**src/rtl/stack_pkg.sv**
```systemverilog
// Shared definitions for the two-requester stack arbiter: FSM states,
// requester opcodes and small opcode decode helpers.
package stack_pkg;

   // Arbiter FSM states
   typedef enum logic [2:0] {
      ST_IDLE   = 3'd0,
      ST_GRANT  = 3'd1,
      ST_EXEC   = 3'd2,
      ST_SETTLE = 3'd3,
      ST_RESP   = 3'd4
   } state_e;

   // Requester opcodes
   localparam logic [1:0] OP_NOP  = 2'b00;
   localparam logic [1:0] OP_PUSH = 2'b01;
   localparam logic [1:0] OP_POP  = 2'b10;
   localparam logic [1:0] OP_PEEK = 2'b11;

   // An operation fails when it pushes into a full stack or reads an empty one
   function automatic logic op_error(input logic [1:0] op,
                                     input logic       full,
                                     input logic       empty);
      logic v;
      case (op)
         OP_PUSH: v = full;
         OP_POP:  v = empty;
         OP_PEEK: v = empty;
         default: v = 1'b0;
      endcase
      return v;
   endfunction

   // POP and PEEK both return the top-of-stack value to the requester
   function automatic logic op_reads(input logic [1:0] op);
      logic v;
      case (op)
         OP_POP:  v = 1'b1;
         OP_PEEK: v = 1'b1;
         default: v = 1'b0;
      endcase
      return v;
   endfunction

endpackage

```
**src/rtl/rr_arb2.sv**
```systemverilog
// Two-way round-robin selector. A lone requester always wins; when both
// request, the pointer names the preferred one.
module rr_arb2 (
   input  logic [1:0] i_req,
   input  logic       i_ptr,
   output logic       o_gnt_id,
   output logic       o_valid
);

   // Pick the winner from the request vector and the priority pointer
   always_comb begin
      o_gnt_id = 1'b0;
      o_valid  = 1'b0;
      case (i_req)
         2'b01: begin
            o_gnt_id = 1'b0;
            o_valid  = 1'b1;
         end
         2'b10: begin
            o_gnt_id = 1'b1;
            o_valid  = 1'b1;
         end
         2'b11: begin
            o_gnt_id = i_ptr;
            o_valid  = 1'b1;
         end
         default: begin
            o_gnt_id = 1'b0;
            o_valid  = 1'b0;
         end
      endcase
   end

endmodule

```
**src/rtl/stack_arbiter.sv**
```systemverilog
// Arbitrates two requesters onto a single external stack. Each transaction
// walks IDLE -> GRANT -> EXEC -> SETTLE -> RESP; all outputs are registered,
// computed one edge ahead from the state being entered.
module stack_arbiter #(
   parameter int DW = 32
) (
   input  logic          clk,
   input  logic          rst,
   input  logic [1:0]    req,
   input  logic [1:0]    op0,
   input  logic [1:0]    op1,
   input  logic [DW-1:0] wdata0,
   input  logic [DW-1:0] wdata1,
   output logic [1:0]    ack,
   output logic [1:0]    err,
   output logic [DW-1:0] rdata,
   output logic          busy,
   output logic          push,
   output logic          pop,
   output logic [DW-1:0] data_in,
   input  logic [DW-1:0] stack_top,
   input  logic          full,
   input  logic          empty
);

   import stack_pkg::*;

   state_e        r_state;
   state_e        w_state_nxt;
   logic          r_ptr;
   logic          r_win;
   logic [1:0]    r_op;
   logic          r_err;
   logic [DW-1:0] r_top;
   logic [1:0]    r_ack;
   logic [1:0]    r_err_o;
   logic [DW-1:0] r_rdata;
   logic          r_busy;
   logic          r_push;
   logic          r_pop;
   logic [DW-1:0] r_data_in;

   logic          w_arb_id;
   logic          w_arb_valid;
   logic [1:0]    w_op_sel;
   logic [DW-1:0] w_wdata_sel;
   logic          w_err_sel;

   rr_arb2 u_rr_arb2 (
      .i_req    (req),
      .i_ptr    (r_ptr),
      .o_gnt_id (w_arb_id),
      .o_valid  (w_arb_valid)
   );

   // Winner's opcode and data, and whether the operation would fail right now
   always_comb begin
      if (r_win) begin
         w_op_sel    = op1;
         w_wdata_sel = wdata1;
      end else begin
         w_op_sel    = op0;
         w_wdata_sel = wdata0;
      end
      w_err_sel = op_error(w_op_sel, full, empty);
   end

   // Next-state logic; every non-IDLE state advances unconditionally
   always_comb begin
      w_state_nxt = r_state;
      case (r_state)
         ST_IDLE: begin
            if (w_arb_valid) begin
               w_state_nxt = ST_GRANT;
            end else begin
               w_state_nxt = ST_IDLE;
            end
         end
         ST_GRANT:  w_state_nxt = ST_EXEC;
         ST_EXEC:   w_state_nxt = ST_SETTLE;
         ST_SETTLE: w_state_nxt = ST_RESP;
         ST_RESP:   w_state_nxt = ST_IDLE;
         default:   w_state_nxt = ST_IDLE;
      endcase
   end

   // State, latched transaction and registered outputs; strobes and acks
   // default low so each is a single-cycle pulse
   always_ff @(posedge clk or posedge rst) begin
      if (rst) begin
         r_state   <= ST_IDLE;
         r_ptr     <= 1'b0;
         r_win     <= 1'b0;
         r_op      <= OP_NOP;
         r_err     <= 1'b0;
         r_top     <= {DW{1'b0}};
         r_ack     <= 2'b00;
         r_err_o   <= 2'b00;
         r_rdata   <= {DW{1'b0}};
         r_busy    <= 1'b0;
         r_push    <= 1'b0;
         r_pop     <= 1'b0;
         r_data_in <= {DW{1'b0}};
      end else begin
         r_state   <= w_state_nxt;
         r_busy    <= (w_state_nxt != ST_IDLE);
         r_push    <= 1'b0;
         r_pop     <= 1'b0;
         r_data_in <= {DW{1'b0}};
         r_ack     <= 2'b00;
         r_err_o   <= 2'b00;
         case (r_state)
            ST_IDLE: begin
               if (w_arb_valid) begin
                  r_win <= w_arb_id;
                  // The loser gets priority next time
                  r_ptr <= ~w_arb_id;
               end
            end
            ST_GRANT: begin
               r_op  <= w_op_sel;
               r_err <= w_err_sel;
               r_top <= stack_top;
               // Strobe is set here so it is high exactly during EXEC
               if ((w_op_sel == OP_PUSH) && !w_err_sel) begin
                  r_push    <= 1'b1;
                  r_data_in <= w_wdata_sel;
               end else if ((w_op_sel == OP_POP) && !w_err_sel) begin
                  r_pop <= 1'b1;
               end
            end
            ST_SETTLE: begin
               r_ack[r_win]   <= 1'b1;
               r_err_o[r_win] <= r_err;
               r_rdata        <= op_reads(r_op) ? r_top : {DW{1'b0}};
            end
            default: begin
               r_ptr <= r_ptr;
            end
         endcase
      end
   end

   assign ack     = r_ack;
   assign err     = r_err_o;
   assign rdata   = r_rdata;
   assign busy    = r_busy;
   assign push    = r_push;
   assign pop     = r_pop;
   assign data_in = r_data_in;

endmodule

```
**config.mk**
```make
export PLATFORM = sky130hd
export DESIGN_NAME = stack_arbiter
export DESIGN_NICKNAME = d
export VERILOG_FILES = /design/src/rtl/stack_pkg.sv /design/src/rtl/rr_arb2.sv /design/src/rtl/stack_arbiter.sv
export SDC_FILE = /design/constraint.sdc
export NUM_CORES = 1
export LEC_CHECK = 0
export CAP_MARGIN = 20
export CORE_ASPECT_RATIO = 1.75
export CORE_MARGIN = 2
export CORE_UTILIZATION = 46
export DETAILED_ROUTE_END_ITERATION = 7
export PLACE_DENSITY = 0.92
export SYNTH_ARGS = -nofsm -noshare
export SYNTH_HDL_FRONTEND = slang
export SYNTH_SLANG_ARGS = --single-unit
export TNS_END_PERCENT = 5
```
**constraint.sdc**
```tcl
create_clock -name clk -period 7.49 [get_ports clk]
set_input_delay 1.498 -clock clk [delete_from_list [all_inputs] [get_ports clk]]
set_output_delay 1.498 -clock clk [all_outputs]
set_load 0.03 [all_outputs]
```
==> results by group <==
STA
  • Least-Margin Pin Slew: 1.05 ns
  • RSZ-0062 raised after global routing: no
  • Final Setup Violations: 0
  • Final Hold Fails: 0
  • Final count of pins violating max slew: 0
  • Clock period minus worst slack: 2.89 ns
  • Post-Route Skew: 0.00973 ns
  • Setup TNS Final: 0 ns
  • Fmax: 346 MHz
  • Slew HR: 30.1%
  • Final Cycle Share: 38.6%

Yosys
  • Synth area leader: dfrtp_1
  • Post-synth EDFFs: 0
  • Mapped Cells: 358
  • Syn avg cell area: 11.9 um2
  • Synthesized flop and latch total: 110
  • Synth cell types: 24
  • Post-Syn Nets: 464
  • Register area share after synthesis: 64.5%
  • Top cells by area, synth: dfrtp_1, mux2_2, mux2i_1, nand2_1, nand3_1
  • Synthesized cell area: 0.00427 mm2
  • Area share of the largest cell type after synthesis: 64.5%
  • Main synth FF type: dfrtp_1
  • Post-synthesis async set-or-reset flop share: 100%
  • Yosys warns: 0

Clocking
  • Hold_buf cts: 0
  • CTS Sinks: 110
  • CTS clock-pin slew for the worst setup and hold paths: 0.07 ns
  • Clock latency on the worst-skew pair: 0.34 ns
  • Cts repair resizes: 0
  • Clock Path Buffers: 2
  • TritonCTS Buffers: 9
  • TritonCTS clock tree: done
  • Post-CTS setup buffers: 0
  • Root buf cell: clkbuf_16
  • Htree depth: 3

Power
  • Pleak: 2.95 nW
  • PD cells: 357 mW/mm2
  • Design Power: 0.00228 W
  • Worst vdd ir: 176 uV

Worst setup path
  • Kind of critical path: flop to output pin
  • CP max-delay cell: clkdlybuf4s50_1
  • Worst path max stage delay: 0.68 ns
  • Crit start category: flop
  • CP cell instances: clkdlybuf4s50_1
  • Worst EP arrival: 1.39 ns
  • WP buf/inv: 1
  • Cell family with most CP delay: buffers and inverters
  • Top fanout value on the critical path: 2
  • Kind of end point of the critical path: output pin
  • Worst EP required: 5.99 ns

Run status
  • Outcome: finished clean

Min path
  • Min-delay worst type: flop to flop

Floorplan
  • I/O pins: 177
  • Core Area: 0.00904 mm2
  • Die Y-Extent: 131 um
  • Die width: 76.8 um
  • Die area: 0.0101 mm2
  • Initial Utilization: 47.3%
  • Row cnt: 46

Route
  • First-pass DRT Iterations: 4
  • Detailed-route DRC error count: 0
  • Wire length on met1: 3660 um
  • DRT antenna net count: 0
  • DR WL/cell: 15.7 um
  • DR WL met3: 580 um
  • Initial DRC count: 189
  • Drt via density: 5.01
  • Uppermost layer routed: met4
  • Drt total wl: 10,200 um
  • Vias: 3,261
  • Metal2 WL: 5750 um

Global route
  • First-pass GRT wire length: 17,100 um
  • Total track usage: 21.5%
  • Largest net degree at the start of global routing: 73
  • GR Overflow Total: 0
  • Initial antenna violation count: 0
  • Number of global-route vias before repair: 3,480

Placed design
  • DP Cell Count: 635
  • Placer Congestion: 0.780
  • Placed instance area: 0.00610 mm2
  • DP Wirelength: 7470 um
  • # port buffers: 176

Cells and area
  • Fin area: 0.00638 mm2
  • Non-filler cells, final: 651
  • Antenna cells: 0
  • Layout cells sized above 1: 9.98%
  • Nets: 633
  • Commonest non-fill, non-tap cell in the layout: clkdlybuf4s50_1
  • Area delta synth->final: 49.5%
  • Most frequent cells in the layout: clkdlybuf4s50_1, dfrtp_1, nand2_1

Flow run
  • Max-Cap Viols: 0
through the flow:
stage               util [%]  setup WS [ns]  hold WS, ns
floorplan                  -           3.09        0.458
global placement        67.5           4.35        0.448
detailed placement      67.5           4.24        0.456
CTS                     70.3           4.58        0.472
global route            70.6           4.41        0.498
finish                  70.6           4.60        0.471
final cells by class:
class | instances | area, um2
inverter | 3 | 13.8
clock buffer | 11 | 233
tap | 120 | 150
fill | 665 | 2650
clock inverter | 4 | 25.0
multi-input combinational | 222 | 1390
sequential | 110 | 2750
timing repair buffer | 181 | 1820
logic make-up after synthesis:
logic type             synth area share, %
AO/OA/AOI/OAI                        0.967
XOR/XNOR                             0.205
buffers and inverters                 3.16
flip-flops                            64.5
multiplexers                          16.4
AND/OR/NAND/NOR                       14.8
registers in the layout (all words and copies together), names as in the netlist:
| name | cells |
|---|---|
| r_win | 1 |
| r_ptr | 1 |
| r_top | 32 |
| r_err | 1 |
| pop | 1 |
| ack | 2 |
| rdata | 32 |
| busy | 1 |
| push | 1 |
| r_op | 1 |
| r_state | 3 |
| err | 2 |
| data_in | 32 |
where the power goes:
| group | switching [W] | internal [W] |
|---|---|---|
| Sequential | 0.000172 | 0.000790 |
| Clock | 0.000193 | 0.000223 |
| Combinational | 0.000460 | 0.000444 |
| Total | 0.000825 | 0.00146 |
per-layer routing:
metal	track usage, %	up-vias
li1	-	1522
met1	24.0	1589
met2	39.1	131
met3	4.67	19
met4	8.79	0
met5	0	-
worst paths after layout:
path	start	endpoint	slack [ns]	depth (start not counted)
min	rdata[26]	rdata[26]	0.47	2
min in group asynchronous	rst	data_in[30]	1.54	2
max in group asynchronous	rst	r_top[30]	4.70	3
min reg2reg	rdata[26]	rdata[26]	0.47	2
max	rdata[21]	rdata[21]	4.60	1
max reg2reg	r_win	data_in[8]	5.31	4
synthesized netlist by cell type, types with 2 or more instances:
cell,count
mux2i_1,34
buf_4,2
buf_6,2
nor2_1,38
a21oi_1,3
nand2_1,67
clkbuf_1,7
buf_2,12
mux2_2,31
nand3b_1,2
dfrtp_1,110
nand3_1,32
a31oi_1,3
nor3_1,4
inv_1,2
(Power assumes the default switching activity.)
